[config.mk]
export PLATFORM = sky130hd
export DESIGN_NAME = clock_enables
export DESIGN_NICKNAME = d
export VERILOG_FILES = /design/src/rtl/zx_timing_pkg.sv /design/src/rtl/clock_enables_raster_counter.sv /design/src/rtl/clock_enables.sv
export SDC_FILE = /design/constraint.sdc
export NUM_CORES = 1
export LEC_CHECK = 0
export CORE_UTILIZATION = 35
export DETAILED_ROUTE_END_ITERATION = 12
export SLEW_MARGIN = 15
export SYNTH_ARGS = -nofsm -noshare
export SYNTH_HDL_FRONTEND = slang
export SYNTH_SLANG_ARGS = --single-unit
[constraint.sdc]
create_clock -name clock -period 2.8 [get_ports clock]
set_input_delay 0.42 -clock clock [delete_from_list [all_inputs] [get_ports clock]]
set_output_delay 0.42 -clock clock [all_outputs]
set_load 0.005 [all_outputs]
[src/rtl/zx_timing_pkg.sv]
// Spectrum 48K raster and ULA contention timing shared by the clock-enable block.
package zx_timing_pkg;

    localparam int H_TOTAL     = 448;
    localparam int V_TOTAL     = 312;
    localparam int CONT_VSTART = 64;
    localparam int CONT_VLINES = 192;
    localparam int CONT_HEND   = 256;
    localparam int IRQ_LINE    = 248;
    localparam int IRQ_LEN     = 64;

    localparam int HC_W      = 9;
    localparam int VC_W      = 9;
    localparam int IRQ_CNT_W = $clog2(IRQ_LEN);

    // Lines above the window wrap to large unsigned values, so one compare covers both ends.
    function automatic logic in_cont_window(
        input logic [HC_W-1:0] hc,
        input logic [VC_W-1:0] vc,
        input int              hend
    );
        logic [VC_W-1:0] dv;
        dv = vc - VC_W'(CONT_VSTART);
        return (dv < VC_W'(CONT_VLINES)) && (hc < HC_W'(hend));
    endfunction

endpackage

[src/rtl/clock_enables_raster_counter.sv]
// Horizontal/vertical raster counters; both wrap together at the end of a frame.
module raster_counter
    import zx_timing_pkg::*;
#(
    parameter int LINE_CLKS = H_TOTAL
) (
    input  logic            clock,
    input  logic            reset,
    output logic [HC_W-1:0] hc,
    output logic [VC_W-1:0] vc
);

    logic line_end;
    logic frame_end;

    assign line_end  = (hc == HC_W'(LINE_CLKS - 1));
    assign frame_end = line_end && (vc == VC_W'(V_TOTAL - 1));

    always_ff @(posedge clock or posedge reset) begin
        if (reset) begin
            hc <= '0;
            vc <= '0;
        end else if (line_end) begin
            hc <= '0;
            vc <= frame_end ? '0 : vc + 1'b1;
        end else begin
            hc <= hc + 1'b1;
        end
    end

endmodule

[src/rtl/clock_enables.sv]
// Divides clock70 into pixel/CPU enables, stalls CPU rising edges for ULA contention
// and generates the 50 Hz /INT.
module clock_enables
    import zx_timing_pkg::*;
#(
    parameter int LINE_CLKS = H_TOTAL,
    parameter int HWIN_END  = CONT_HEND
) (
    input  logic            clock,
    input  logic            reset,
    input  logic            contend,
    output logic            ce_pix,
    output logic            ce_cpu_p,
    output logic            ce_cpu_n,
    output logic [HC_W-1:0] hc,
    output logic [VC_W-1:0] vc,
    output logic            int_n
);

    logic                 cpu_lvl;
    logic                 phase;
    logic [2:0]           t_lo;
    logic                 win;
    logic                 stall;
    logic                 rise;
    logic                 fall;
    logic                 irq_hit;
    logic [IRQ_CNT_W-1:0] irq_cnt;

    raster_counter #(.LINE_CLKS(LINE_CLKS)) u_raster (
        .clock (clock),
        .reset (reset),
        .hc    (hc),
        .vc    (vc)
    );

    assign phase = hc[0];
    assign t_lo  = hc[3:1];
    assign win   = in_cont_window(hc, vc, HWIN_END);

    // Stall only T-states 0..5 of each 8; that gives the 6,5,4,3,2,1,0,0 delay pattern.
    assign stall   = win && contend && (t_lo <= 3'd5);
    assign rise    = !phase && !cpu_lvl && !stall;
    assign fall    = phase && cpu_lvl;
    assign irq_hit = (vc == VC_W'(IRQ_LINE)) && (hc == '0);

    always_ff @(posedge clock or posedge reset) begin
        if (reset) begin
            ce_pix   <= 1'b0;
            ce_cpu_p <= 1'b0;
            ce_cpu_n <= 1'b0;
            cpu_lvl  <= 1'b0;
        end else begin
            ce_pix   <= 1'b1;
            ce_cpu_p <= rise;
            ce_cpu_n <= fall;
            if (rise)
                cpu_lvl <= 1'b1;
            else if (fall)
                cpu_lvl <= 1'b0;
        end
    end

    // int_n is low from the cycle after the trigger for exactly IRQ_LEN cycles.
    always_ff @(posedge clock or posedge reset) begin
        if (reset) begin
            int_n   <= 1'b1;
            irq_cnt <= '0;
        end else if (irq_hit && int_n) begin
            int_n   <= 1'b0;
            irq_cnt <= IRQ_CNT_W'(IRQ_LEN - 1);
        end else if (!int_n) begin
            if (irq_cnt == '0)
                int_n <= 1'b1;
            else
                irq_cnt <= irq_cnt - 1'b1;
        end
    end

endmodule
==> impl_metrics.py <==
metrics = {
    "power": {
        "peakVddDrop_mv": 0.335,
        "p_per_area_nw_per_um2": 413,
        "leakagePower_nw": 0.818,
    },
    "clock_tree": {
        "clk_latency_ps": 280,
        "cts_resized": 0,
        "cts_setup_buffers": 0,
        "cts_buffers": 5,
        "cts-htree-levels": 2,
        "cts_root_buf": "clkbuf_8",
        "clkSinkCount": 29,
        "cts_tree": "done",
        "clk_pin_slew_ps": 60,
        "clockBufferDepth": 2,
        "cts_hold_buf": 0,
    },
    "finish": {
        "mostFrequentLayoutCells": "28 x dfrtp_1, 24 x clkdlybuf4s50_1, 15 x nand2_1, 14 x inv_1, 14 x nand3_1",
        "drive_gt1_share_pct": 6.91,
        "nets": 199,
        "area_delta_synth_final_pct": 25.3,
        "diodes": 0,
        "final_common_cell": "dfrtp_1",
    },
    "critical_path": {
        "reg2reg_depth": 5,
        "path_cells": "inv_1, ha_1, or4b_1, or4_1, and2_1",
        "crit_path_max_fanout": 7,
        "required_ps": 3010,
        "arrival_ps": 2170,
        "end_kind": "flop",
        "crit_slowest_cell": "or4_1",
        "critPathMaxStageDelay_ps": 610,
        "critPathLaunchType": "flop",
        "worst-setup-path-type": "reg2reg",
    },
    "logic_synthesis": {
        "yosysWarnings": 0,
        "syn_avg_cell_area_sq_um": 9.61,
        "synth_area_leader_cell": "dfrtp_1",
        "synth_cell_type_count": 37,
        "syn-num-nets": 170,
        "synth_edf_count": 0,
        "synthesis.area_sq_um": 1520,
        "ys_seq_elements": 29,
        "yosysTopAreaCellShare_pct": 46.2,
        "synth_flop_cell": "dfrtp_1",
        "syn-instance-count": 158,
        "synthArstFlopShare_pct": 100,
        "yosysSeqAreaShare_pct": 47.9,
        "synthTopCellsByArea": "dfrtp_1 46%, ha_1 7.4%, nand3_1 4.6%, nand2_1 3.7%, inv_1 3.5%",
    },
    "grt": {
        "grt.total_usage_pct": 16.3,
        "globalRouteOverflowTotal": 0,
        "grt_max_degree": 30,
        "grt-busiest-layer": "met2",
        "grt_pass1_wl_mm": 5.52,
        "met2_usage_pct": 27.7,
        "use_met3_pct": 4.67,
        "grt_pass1_vias": 1235,
        "use_met1_pct": 19.7,
        "antenna_found_initial": 0,
    },
    "timing": {
        "max_freq_mhz": 510,
        "grt_setup_unrepaired": "no",
        "hold_violations": 0,
        "skew_ps": 5.85,
        "period_share_pct": 70.0,
        "setup_viol": 0,
        "finalWorstSetupSlack_ps": 839,
        "finalSetupTns_ps": 0,
        "slew_violations": 0,
        "fin_crit_ps": 1960,
    },
    "drt": {
        "wl_mm": 3.25,
        "num_vias": 1261,
        "viasPerCell": 5.30,
        "post_drt_wl_per_cell_um": 13.7,
        "drt_iter0_drc": 49,
        "firstDrtPassIters": 4,
        "ant_nets": 0,
        "drcViolationCount": 0,
    },
    "floorplan": {
        "die_w_um": 67.9,
        "io_pins": 25,
        "start_util_pct": 37.1,
        "coreArea_sq_um": 4090,
        "num_rows": 23,
        "dieArea_sq_um": 4600,
        "die_y_um": 67.9,
    },
    "place": {
        "dp_slack_ps": 831,
        "dpl.hpwl_mm": 2.39,
        "portBuffers": 24,
        "routabilityCongestion": 0.809,
    },
    "flow_run": {
        "maxCapViolations": 0,
    },
    "min_path": {
        "hp-class": "reg2reg",
        "hold_depth": 1,
    },
    "outcome": {
        "outcome": "finished, final reports clean",
    },
}
-- worst max-delay path: cells and delay by family, from the launching register on --
| kind | cells | cell delay (ps) |
|---|---|---|
| DFF | 1 | 430 |
| buffers and inverters | 1 | 80 |
| and+or+nand+nor | 3 | 1230 |
| adders and majority gates | 1 | 130 |
-- per-stage QoR --
stage                     util [%]  instances  total power [mW]  hold slack (ps)  cell area (sq um)
after floorplan                  -        158             0.435              410               1520
after global placement        44.3        230             0.442              421               1810
after detailed placement      44.3        230             0.443              439               1810
after CTS                     46.5        238             0.798              447               1900
after global routing          46.5        238             0.819              484               1900
final                         46.5        238             0.786              446               1900
-- sequential cells by signal, indices dropped and copies added (netlist names) --
register	cells
irq_cnt	6
ce_pix	1
int_n	1
u_raster.vc	9
cpu_lvl	1
ce_cpu_p	1
u_raster.hc	9
ce_cpu_n	1
-- power by group --
| part | internal [mW] | leakage [nW] | switching, mW |
|---|---|---|---|
| Sequential | 0.420 | 0.376 | 0.000189 |
| Clock | 0.200 | 0.0455 | 0.152 |
| Combinational | 0.00500 | 0.396 | 0.00877 |
| Total | 0.625 | 0.818 | 0.161 |
-- path summary, 6_finish.rpt --
| kind | slack [ps] | to | startpoint |
|---|---|---|---|
| worst max-delay path | 840 | int_n$_DFF_PP1_ | u_raster.vc[0]$_DFFE_PP0N_ |
| worst min-delay path | 450 | ce_cpu_p$_DFF_PP0_ | cpu_lvl$_DFFE_PP0P_ |
| worst max register to register | 840 | int_n$_DFF_PP1_ | u_raster.vc[0]$_DFFE_PP0N_ |
| worst min register to register | 450 | ce_cpu_p$_DFF_PP0_ | cpu_lvl$_DFFE_PP0P_ |
| max in group asynchronous | 1990 | int_n$_DFF_PP1_ | reset |
| min in group asynchronous | 510 | irq_cnt[3]$_DFFE_PP0P_ | reset |
-- metal layers --
metal	up-vias	part of all wire, %
met4	0	1.3
met2	28	48
met3	5	4.2
met1	624	47
li1	604	-
met5	-	0
-- layout make-up --
class | instances | area, sq um
Inverter | 14 | 52.6
Timing Repair Buffer | 26 | 255
Clock buffer | 8 | 90.1
Sequential cell | 29 | 727
Multi-Input combinational cell | 111 | 714
Fill cell | 399 | 2180
Tap cell | 50 | 62.6
-- cells by family after synthesis --
kind of cell	count (synthesis)	synth area share [%]
xor+xnor	8	4.62
buf+inv	18	5.03
mux	3	2.06
fa+ha+maj	9	7.42
other cells	1	0.247
compound gates	25	9.56
simple gates	65	23.2
flops	29	47.9
-- synthesized netlist by cell type (2+ instances only) --
library cell,count
clkbuf_1,2
nand2b_1,2
and3b_1,2
nand2_1,15
nor4_1,2
o21ai_0,10
xnor2_1,5
and3_2,2
inv_1,14
a21oi_1,9
or3_1,3
nand4_1,5
ha_1,9
nand3_1,14
dfrtp_1,28
xor2_1,3
nor3_1,4
mux2i_1,2
nor2b_1,2
nor2_1,5
and2_1,3
a211oi_1,2
Power figures use the tool's default switching activity.
